==> src/rtl/encoder_16_4_pkg.sv <==
// Shared constants and types for the 16-to-4 priority encoder.
//   ENC_IN_W / ENC_OUT_W : width of the top-level request and code buses
//   SUB_IN_W / SUB_OUT_W : width of the 8-to-3 building block
//   L_RST                : value of the code output while in reset
package encoder_16_4_pkg;

  localparam int unsigned ENC_IN_W  = 16;
  localparam int unsigned ENC_OUT_W = 4;
  localparam int unsigned SUB_IN_W  = 8;
  localparam int unsigned SUB_OUT_W = 3;

  localparam logic [ENC_OUT_W-1:0] L_RST = '0;

  // Registered output bundle of the top-level encoder.
  typedef struct packed {
    logic [ENC_OUT_W-1:0] l;
    logic                 gs;
    logic                 eo;
  } enc_out_t;

  localparam enc_out_t ENC_OUT_RST = '{l: L_RST, gs: 1'b0, eo: 1'b0};

endpackage

==> src/rtl/encoder_16_4_prio_enc8_3.sv <==
// prio_enc8_3: purely combinational 8-to-3 priority encoder, bit 7 highest.
// Ports:
//   ei  in   enable in; 0 forces l=0, gs=0, eo=0
//   a   in   request lines, active-high
//   l   out  index of the most significant set bit of a (0 when none/disabled)
//   gs  out  enabled and at least one request set
//   eo  out  enabled and no request set (drives ei of the next-lower stage)
module prio_enc8_3
  import encoder_16_4_pkg::*;
(
  input  logic                 ei,
  input  logic [SUB_IN_W-1:0]  a,
  output logic [SUB_OUT_W-1:0] l,
  output logic                 gs,
  output logic                 eo
);

  always_comb begin
    l  = '0;
    gs = 1'b0;
    eo = 1'b0;
    if (ei) begin
      gs = |a;
      eo = ~(|a);
      // Ascending scan: the last hit, i.e. the highest set bit, wins.
      for (int unsigned i = 0; i < SUB_IN_W; i++) begin
        if (a[i]) begin
          l = SUB_OUT_W'(i);
        end
      end
    end
  end

endmodule

==> src/rtl/encoder_16_4.sv <==
// encoder_16_4: registered 16-to-4 priority encoder, bit 15 highest.
// Ports:
//   clk    in   clock, rising edge
//   rst_n  in   asynchronous active-low reset; clears L, GS, EO
//   EI     in   enable in; 0 disables encoding
//   A      in   16 request lines, active-high
//   L      out  registered index of the highest asserted A bit
//   GS     out  registered: enabled and some A bit set
//   EO     out  registered: enabled and no A bit set (cascade enable-out)
module encoder_16_4
  import encoder_16_4_pkg::*;
(
  input  logic                 clk,
  input  logic                 rst_n,
  input  logic                 EI,
  input  logic [ENC_IN_W-1:0]  A,
  output logic [ENC_OUT_W-1:0] L,
  output logic                 GS,
  output logic                 EO
);

  logic [SUB_OUT_W-1:0] hi_l, lo_l;
  logic                 hi_gs, lo_gs;
  logic                 hi_eo, lo_eo;

  enc_out_t out_d, out_q;

  prio_enc8_3 u_hi (
    .ei (EI),
    .a  (A[ENC_IN_W-1:SUB_IN_W]),
    .l  (hi_l),
    .gs (hi_gs),
    .eo (hi_eo)
  );

  // Low half is only enabled when the high half is enabled and idle, so its
  // l is zero whenever the high half has a hit; OR-ing the two l buses is safe.
  prio_enc8_3 u_lo (
    .ei (hi_eo),
    .a  (A[SUB_IN_W-1:0]),
    .l  (lo_l),
    .gs (lo_gs),
    .eo (lo_eo)
  );

  always_comb begin
    out_d    = ENC_OUT_RST;
    out_d.l  = {hi_gs, hi_l | lo_l};
    out_d.gs = hi_gs | lo_gs;
    out_d.eo = lo_eo;
  end

  always_ff @(posedge clk or negedge rst_n) begin
    if (!rst_n) begin
      out_q <= ENC_OUT_RST;
    end else begin
      out_q <= out_d;
    end
  end

  assign L  = out_q.l;
  assign GS = out_q.gs;
  assign EO = out_q.eo;

endmodule

==> config.mk <==
export PLATFORM = sky130hd
export DESIGN_NAME = encoder_16_4
export DESIGN_NICKNAME = d
export VERILOG_FILES = /design/src/rtl/encoder_16_4_pkg.sv /design/src/rtl/encoder_16_4_prio_enc8_3.sv /design/src/rtl/encoder_16_4.sv
export SDC_FILE = /design/constraint.sdc
export NUM_CORES = 1
export LEC_CHECK = 0
export ABC_AREA = 1
export CORE_AREA = 2 2 39 41
export CTS_BUF_LIST = sky130_fd_sc_hd__clkbuf_4 sky130_fd_sc_hd__clkbuf_8
export CTS_CLUSTER_SIZE = 24
export DETAILED_ROUTE_END_ITERATION = 6
export DIE_AREA = 0 0 41 43
export HOLD_SLACK_MARGIN = 0.1
export PLACE_DENSITY = 0.81
export SKIP_CTS_REPAIR_TIMING = 1
export SLEW_MARGIN = 30
export SYNTH_ARGS = -nofsm -noshare
export SYNTH_HDL_FRONTEND = slang
export SYNTH_SLANG_ARGS = --single-unit
==> constraint.sdc <==
create_clock -name clk -period 0.8 [get_ports clk]
set_input_delay 0.24 -clock clk [delete_from_list [all_inputs] [get_ports clk]]
set_output_delay 0.24 -clock clk [all_outputs]
set_load 0.01 [all_outputs]
==> results.yml <==
outcome:
  status: "finished with violations"
  failed_checks: "setup timing"
setup_path:
  critPathRequiredTime_ns: 0.56
  crit_path_end_kind: "primary output"
  setup.worst_path.start_class: "register"
  critical_path.cell_chain: "clkbuf_2"
  timing_worst_setup_path_type: "reg -> out"
  path_buf_inv: 1
  slowest_delay_ns: 0.36
  crit_fanout: 1
  cp_slowest_cell: "sky130_fd_sc_hd__dfrtp_1"
  worst_ep_arrival_time_ns: 0.72
  cp_top_family: "flip-flops"
pwr:
  switchingPower_mw: 0.2217
  power_leakage_nw: 0.4799
  switching_share_pct: 26.45
  combPwrFrac_pct: 29.5
  ir_drop_worst_case_vdd_v: 0.0004159
  power.total_mw: 0.8380
  intPower_mw: 0.6164
  pwr-share-seq_pct: 38.6
  power_per_cell_area_nw_per_um2: 1087
  share_clk_of_total_power_pct: 31.9
timing:
  rsz0062_at_grt: "true"
  fin_ws_ns: -0.1566
  worst_slew_pin_slew_ns: 0.2514
  hold_viol_final: 0
  finalWorstPathRequiredPeriod_ns: 0.9566
  tightest_slew_margin_relative_to_the_limit_pct: 83.19
  max_freq_mhz: 1045
  setup_total_negative_slack_ns: -0.8914
  finalSetupViolations: 6
  fin_crit_sh_pct: 119.6
  slew_viol_final: 0
logic_synthesis:
  syn_nets: 77
  warnings_from_yosys: 0
  synth_area_um2: 406.6
  yosysSeqAreaShare_pct: 36.92
  synthesis.instances: 58
  synthDistinctLibCells: 18
  ys_ff_latch: 6
  post_synthesis_area_per_instance_um2: 7.011
global_route:
  grt_antenna_before_repair: 0
  first_global_vias: 448
  groute.usage.overall_pct: 12.99
  global_route_wire_length_before_repair_mm: 1.531
  grt.overflow.total: 0
  grt_max_degree: 7
cells_and_area:
  synthToLayoutAreaGrowth_pct: 89.54
  antennaDiodeCount: 0
  final-instance-count-excl-fill: 107
  mostFrequentLayoutCell: "sky130_fd_sc_hd__nand2_1"
  postLayoutCoreUtil_pct: 55.70
  num-nets-final: 112
  mostFrequentLayoutCells: "17 x sky130_fd_sc_hd__nand2_1, 10 x sky130_fd_sc_hd__dlymetal6s2s_1, 9 x sky130_fd_sc_hd__clkbuf_2, 8 x sky130_fd_sc_hd__inv_2"
  drive_above_1_share_pct: 49.45
clocking:
  clock_tree_from_tritoncts: "yes"
  cts.sinks: 6
  cts_made_buffers: 3
  clockRootBuffer: "sky130_fd_sc_hd__clkbuf_4"
  cts.clk_slew.worst_paths_ns: 0.04
  cts_htree_levels: 1
  max-clock-path-buffers: 2
placement:
  post-place-ws_ns: -0.5844
  port_buffers: 24
  dp_cells: 103
  gp_routability_congestion: 0.8269
  hpwlAfterDp_um: 823.5
routing:
  num_vias: 478
  vias_per_cell: 4.467
  drtIter0Drc: 10
  routed_wl_mm: 1.054
  detail_route.drc_violations: 0
  drt_pre_antenna_iters: 4
  post_drt_wl_per_cell_um: 9.850
  final_antenna_net_count: 0
die:
  boundaryPins: 25
  floorplan.die.width_um: 41
  design.core.area_um2: 1384
  rows: 14
  floorplan.die_area_um2: 1763
  die-height_um: 43
  initial_core_util_pct: 29.39
job:
  maxCapViolCount: 0
min_path:
  holdCritPathClass: "in -> async"
[routing by layer]
layer | global-route usage, % | vias to the layer above | wire length, um
met1 | 12.34 | 216 | 368
li1 | - | 242 | -
met2 | 21.88 | 16 | 598
met3 | 2.094 | 4 | 63
met4 | 11.33 | 0 | 23
met5 | 0 | - | 0
[final cells by class]
cell class	count	area, um2
Inverter	15	61.31
Multi-Input combinational cell	37	246.5
Timing Repair Buffer	30	270.3
Fill cell	137	613.1
Clock buffer	3	22.52
Sequential cell	6	150.1
Tap cell	16	20.02
[power by group through the flow]
stage	registers, mW	logic (mW)	clock network, mW
6_report	0.323	0.247	0.268
5_1_grt	0.324	0.270	0.288
4_1_cts	0.323	0.251	0.279
3_5_place_dp	0.327	0.250	0
3_3_place_gp	0.327	0.244	0
2_1_floorplan	0.337	0.0755	0
[cell families after synthesis]
family	Yosys count	share of synthesized area, %
simple gates	31	40.92
compound gates	6	8.305
flops	6	36.92
buf+inv	15	13.85
[registers in the layout (all words and copies together) (netlist names)]
| register | flops |
|---|---|
| EO | 1 |
| GS | 1 |
| L | 4 |
[synth_stat cells (all sizes together)]
master | count | area, um2
nand2 | 19 | 78.82
inv | 14 | 52.55
dfrtp | 6 | 150.1
nor2 | 6 | 35.03
nand3 | 4 | 37.54
a21oi | 3 | 15.01
o21ai | 3 | 18.76
nor3 | 2 | 15.01
clkinv | 1 | 3.750
[metrics by stage]
stage	cell area [um2]	hold WS (ns)
after floorplan	421.7	-0.05559
after global placement	719.4	0.4828
after detailed placement	719.4	0.4900
after CTS	742.0	0.2329
after global routing	770.7	0.2544
final	770.7	0.2335
[worst max path at each step]
| stage | from | to | slack (ns) | cells past startpoint |
|---|---|---|---|---|
| floorplan | A[13] | L[1]$_DFF_PN0_ | -0.01 | 5 |
| global placement | A[13] | L[0]$_DFF_PN0_ | -0.56 | 8 |
| detailed placement | A[13] | L[1]$_DFF_PN0_ | -0.58 | 6 |
| CTS | EO$_DFF_PN0_ | EO | -0.54 | 1 |
| global route | EO$_DFF_PN0_ | EO | -0.19 | 1 |
| finish | L[0]$_DFF_PN0_ | L[0] | -0.16 | 1 |
Power figures use the tool's default switching activity.
==> RTL change 1, RTL diff (config.mk and constraints unchanged) <==
Register the inputs `EI` and `A` before use. The logic sees them one clock later. Comments in the files are not updated.
--- a/src/rtl/encoder_16_4.sv
+++ b/src/rtl/encoder_16_4.sv
@@ -21,2 +21,10 @@
 
+  logic EI_q;
+  logic [ENC_IN_W-1:0] A_q;
+
+  always_ff @(posedge clk) begin
+    EI_q <= EI;
+    A_q  <= A;
+  end
+
   logic [SUB_OUT_W-1:0] hi_l, lo_l;
@@ -28,4 +36,4 @@
   prio_enc8_3 u_hi (
-    .ei (EI),
-    .a  (A[ENC_IN_W-1:SUB_IN_W]),
+    .ei (EI_q),
+    .a  (A_q[ENC_IN_W-1:SUB_IN_W]),
     .l  (hi_l),
@@ -39,3 +47,3 @@
     .ei (hi_eo),
-    .a  (A[SUB_IN_W-1:0]),
+    .a  (A_q[SUB_IN_W-1:0]),
     .l  (lo_l),
Function: changed (a bounded check fails within 4 cycles, from zero or initial values and one cycle with rst_n low).
==> RTL change 1 against the original RTL <==
- the run still ends with setup timing left
- final area increased by 44%
- setup slack got worse by 0.12 ns
- worst hold slack got worse by 0.11 ns
- utilization increased by 24 points
- power increased by 140%
- synthesized area increased by 84%
- routed wire length increased by 28%
- sequential cell count increased by 17
- largest power group unchanged
==> RTL change 1: results (changes against the original RTL) <==
logic_synthesis:
  synth_cell_types: 19  # +1
  synth_area_leaders: "dfxtp_1, dfrtp_1, nand2_1, inv_1, inv_2"
  seq_area_frac_synth_pct: 65.7  # +29 points
  ys_async_sr_fraction_pct: 26.1  # -74 points
  synth_nets: 94  # +22%
  synth_area_per_cell_sq_um: 9.96  # +42%
  synth_common_cells: "nand2_1, dfxtp_1, inv_1, dfrtp_1, inv_2"
routing:
  vias: 590  # +23%
  post_drt_wl_per_cell_microns: 10.7  # +8.4%
  wl_mm: 1.35  # +28%
  drtIter0Drc: 1  # -9
pwr:
  seq_power_share_pct: 61.5  # +23 points
  ir_drop_uv: 1370  # +230%
  power_leakage_nw: 0.534  # +11%
  p_sw_w: 0.000488  # +120%
  pwr-share-comb_pct: 11.6  # -18 points
  finalPower_w: 0.00203  # +140%
clocking:
  numCtsBuffers: 3  # unchanged
  clock_latency_ns: 0.32
  clkSlewWorstSetupHoldPaths_ns: 0.13  # +0.09 ns
  clock_sinks: 23  # +17
final_layout:
  final_nets: 130  # +16%
  sh_seq_area_pct: 44.7  # +25 points
  drive_gt1_share_pct: 37.3  # -12 points
  area_share_nonclk_buffers_pct: 23.7  # -11 points
  multi_input_area_share_pct: 22.0  # -9.9 points
  final_core_util_pct: 80.0  # +24 points
  buffers: 31  # +3.3%
  nFillCells: 96  # -30%
  clkCellAreaFrac_pct: 2.49  # -0.44 points
  largest_reg_flops: 16  # +12
sta:
  fin_hold_ws_ns: 0.126  # -0.108 ns
  tns_ns: -2.76  # -1.87 ns
  worst_slack_ns: -0.275  # -0.119 ns
  setup_viol_count_final: 12  # +6
  relSlewSlack_pct: 83.3  # +0.13 points
global_routing:
  grt_use_total_pct: 16.4  # +3.4 points
  first_global_vias: 504  # +13%
  grt_max_degree: 14  # +7
  grt_pass1_wl_mm: 1.90  # +24%
place:
  dp_cells: 119  # +16%
  placed_cell_area_sq_um: 1050  # +46%
  gp_congestion: 0.721  # -13%
  place_hpwl_microns: 930  # +13%
outcome:
  violations: "setup timing"
  status: "finished, violations left"
worst_setup_path:
  max_stage_delay_ns: 0.39  # +0.03 ns
  cp.arrival_ns: 0.84  # +0.12 ns
[RTL change 1: cell types whose count changed after synthesis, sizes merged]
cell and delta:
dfxtp +17
[RTL change 1: worst max path at each step]
stage             from  endpoint  slack [ns]  cells past startpoint
6_report            GS        GS       -0.28                      1
5_1_grt        A_q[12]      L[0]       -0.30                      7
4_1_cts             GS        GS       -0.64                      1
3_5_place_dp        GS        GS       -0.28                      1
3_3_place_gp      L[3]      L[3]       -0.26                      1
2_1_floorplan  A_q[13]      L[0]       -0.09                      7
[RTL change 1: cell families (layout without fill, tap and decap cells)]
family,Yosys count,in the layout,share of synthesized area [%]
simple gates,31,31,22.3
buf+inv,15,50,7.54
flops,23,23,65.7
compound gates,6,6,4.52
[RTL change 1: layer usage]
metal / GRT usage [%] / vias to the layer above / part of all wire (%)
li1: - / 292 / -
met1: 17.9 / 274 / 41
met2: 27.2 / 21 / 52
met3: 4.71 / 3 / 5.1
met4: 8.00 / 0 / 1.9
met5: 0 / - / 0
==> RTL change 2, RTL diff (same settings) <==
Without the edit above. Make the reset (`rst_n`) synchronous in one clocked block. Comments in the files are not updated.
--- a/src/rtl/encoder_16_4.sv
+++ b/src/rtl/encoder_16_4.sv
@@ -52,3 +52,3 @@
 
-  always_ff @(posedge clk or negedge rst_n) begin
+  always_ff @(posedge clk) begin
     if (!rst_n) begin
Behaviour: differs if rst_n is asserted again (counterexample within 4 cycles, from zero or initial values and one cycle with rst_n low); with rst_n held inactive, the same outputs for 10 cycles.
==> RTL change 2 against the original RTL <==
- the flow still finishes with violations (setup timing)
- synthesized area is 1.2% lower
- routed wire length fell by 8.0%
- final area down 3.6%
- worst hold slack better by 0.023 ns
- sequential cell count is the same
- die area did not move
- setup slack improved by 0.051 ns
- power up 2.0%
- count of clock-buffer cells in the layout stayed put
==> RTL change 2: results (changes against the original RTL) <==
outcome:
  status: "finished, violations left"
  violations: "setup timing"
final_layout:
  inv_count: 14  # -1
  area_share_nonclk_buffers_pct: 35.9  # +0.79 points
  ff_latch_area_sq_um: 123  # -18%
  multi_input_area_sq_um: 251  # +2.0%
  final_nets: 112  # unchanged
  clkCellAreaFrac_pct: 3.03  # +0.11 points
  multi_input_gates: 38  # +2.7%
  nFillCells: 141  # +2.9%
  drive_gt1_share_pct: 56.0  # +6.6 points
pwr:
  seq_power_share_pct: 37.3  # -1.3 points
  power_leakage_nw: 0.397  # -17%
  ir_drop_uv: 365  # -12%
  pg_clk_w: 0.000280  # +4%
  intPower_w: 0.000624  # +1.2%
  pwr-share-clk_pct: 32.7  # +0.8 points
logic_synthesis:
  yosysWarnings: 0  # unchanged
  synth_cell_types: 17  # -1
  post-synth-top-area-cell: "dfxtp_1"
  seq_area_frac_synth_pct: 29.9  # -7.0 points
  ys_async_sr_fraction_pct: 0  # -100 points
  synth_common_cells: "nand2_1, inv_1, dfxtp_1, inv_2, nor2_1"
  synth_area_leaders: "dfxtp_1, nand2_1, inv_1, nor2_4, nand4_4"
worst_setup_path:
  cp-startpoint: "L[0]"
  cp.arrival_ns: 0.67  # -0.05 ns
  slowest_stage: "dfxtp_1"
  max_stage_delay_ns: 0.30  # -0.06 ns
global_routing:
  grt_pass1_wl_mm: 1.46  # -5.0%
  grt_util_met1_pct: 14.1  # +1.8 points
  antenna_found_initial: 0  # unchanged
  grt_max_degree: 6  # -1
  first_global_vias: 397  # -11%
  met3_usage_pct: 0  # -2.1 points
  grt_use_total_pct: 12.2  # -0.75 points
place:
  dp_slack_ns: -0.599  # -0.0143 ns
  place_hpwl_microns: 753  # -8.5%
routing:
  post_drt_wl_per_cell_microns: 9.07  # -8.0%
  drtIter0Drc: 9  # -1
  routed_via_density: 4.26  # -4.6%
sta:
  tightestPinTransition_ns: 0.207  # -0.0446 ns
  tns_ns: -0.621  # +0.271 ns
  setup_viol_count_final: 8  # +2
  worst_slack_ns: -0.105  # +0.0515 ns
worst_hold_path:
  hold_path.class: "primary input to flop"
clocking:
  cts_root_buf: "clkbuf_4"
==> RTL change 2: stage by stage <==
step	area (sq um)	instances
6_report	743	107
5_1_grt	743	107
4_1_cts	697	102
3_5_place_dp	674	99
3_3_place_gp	674	99
2_1_floorplan	407	58
==> RTL change 2: worst min path at each step <==
stage	to	slack [ns]	cells after the start	start
3_3_place_gp	L[0]	0.82	3	rst_n
3_5_place_dp	L[0]	0.82	3	rst_n
2_1_floorplan	L[0]	0.36	2	rst_n
5_1_grt	L[1]	0.25	3	A[14]
6_report	L[1]	0.26	3	A[14]
4_1_cts	L[0]	0.56	3	rst_n
==> RTL change 2: cell families (layout without fill, tap and decap cells) <==
family / count (synthesis) / in the layout / synth area share (%)
simple gates: 34 / 34 / 50.8
flops: 6 / 6 / 29.9
compound gates: 4 / 4 / 6.23
buf+inv: 14 / 47 / 13.1
==> RTL change 2: layer usage <==
layer  vias up  wire length, microns
met5         -                     0
met4         0                    24
met3         4                    64
met2        18                   565
met1       193                   316
li1        241                     -
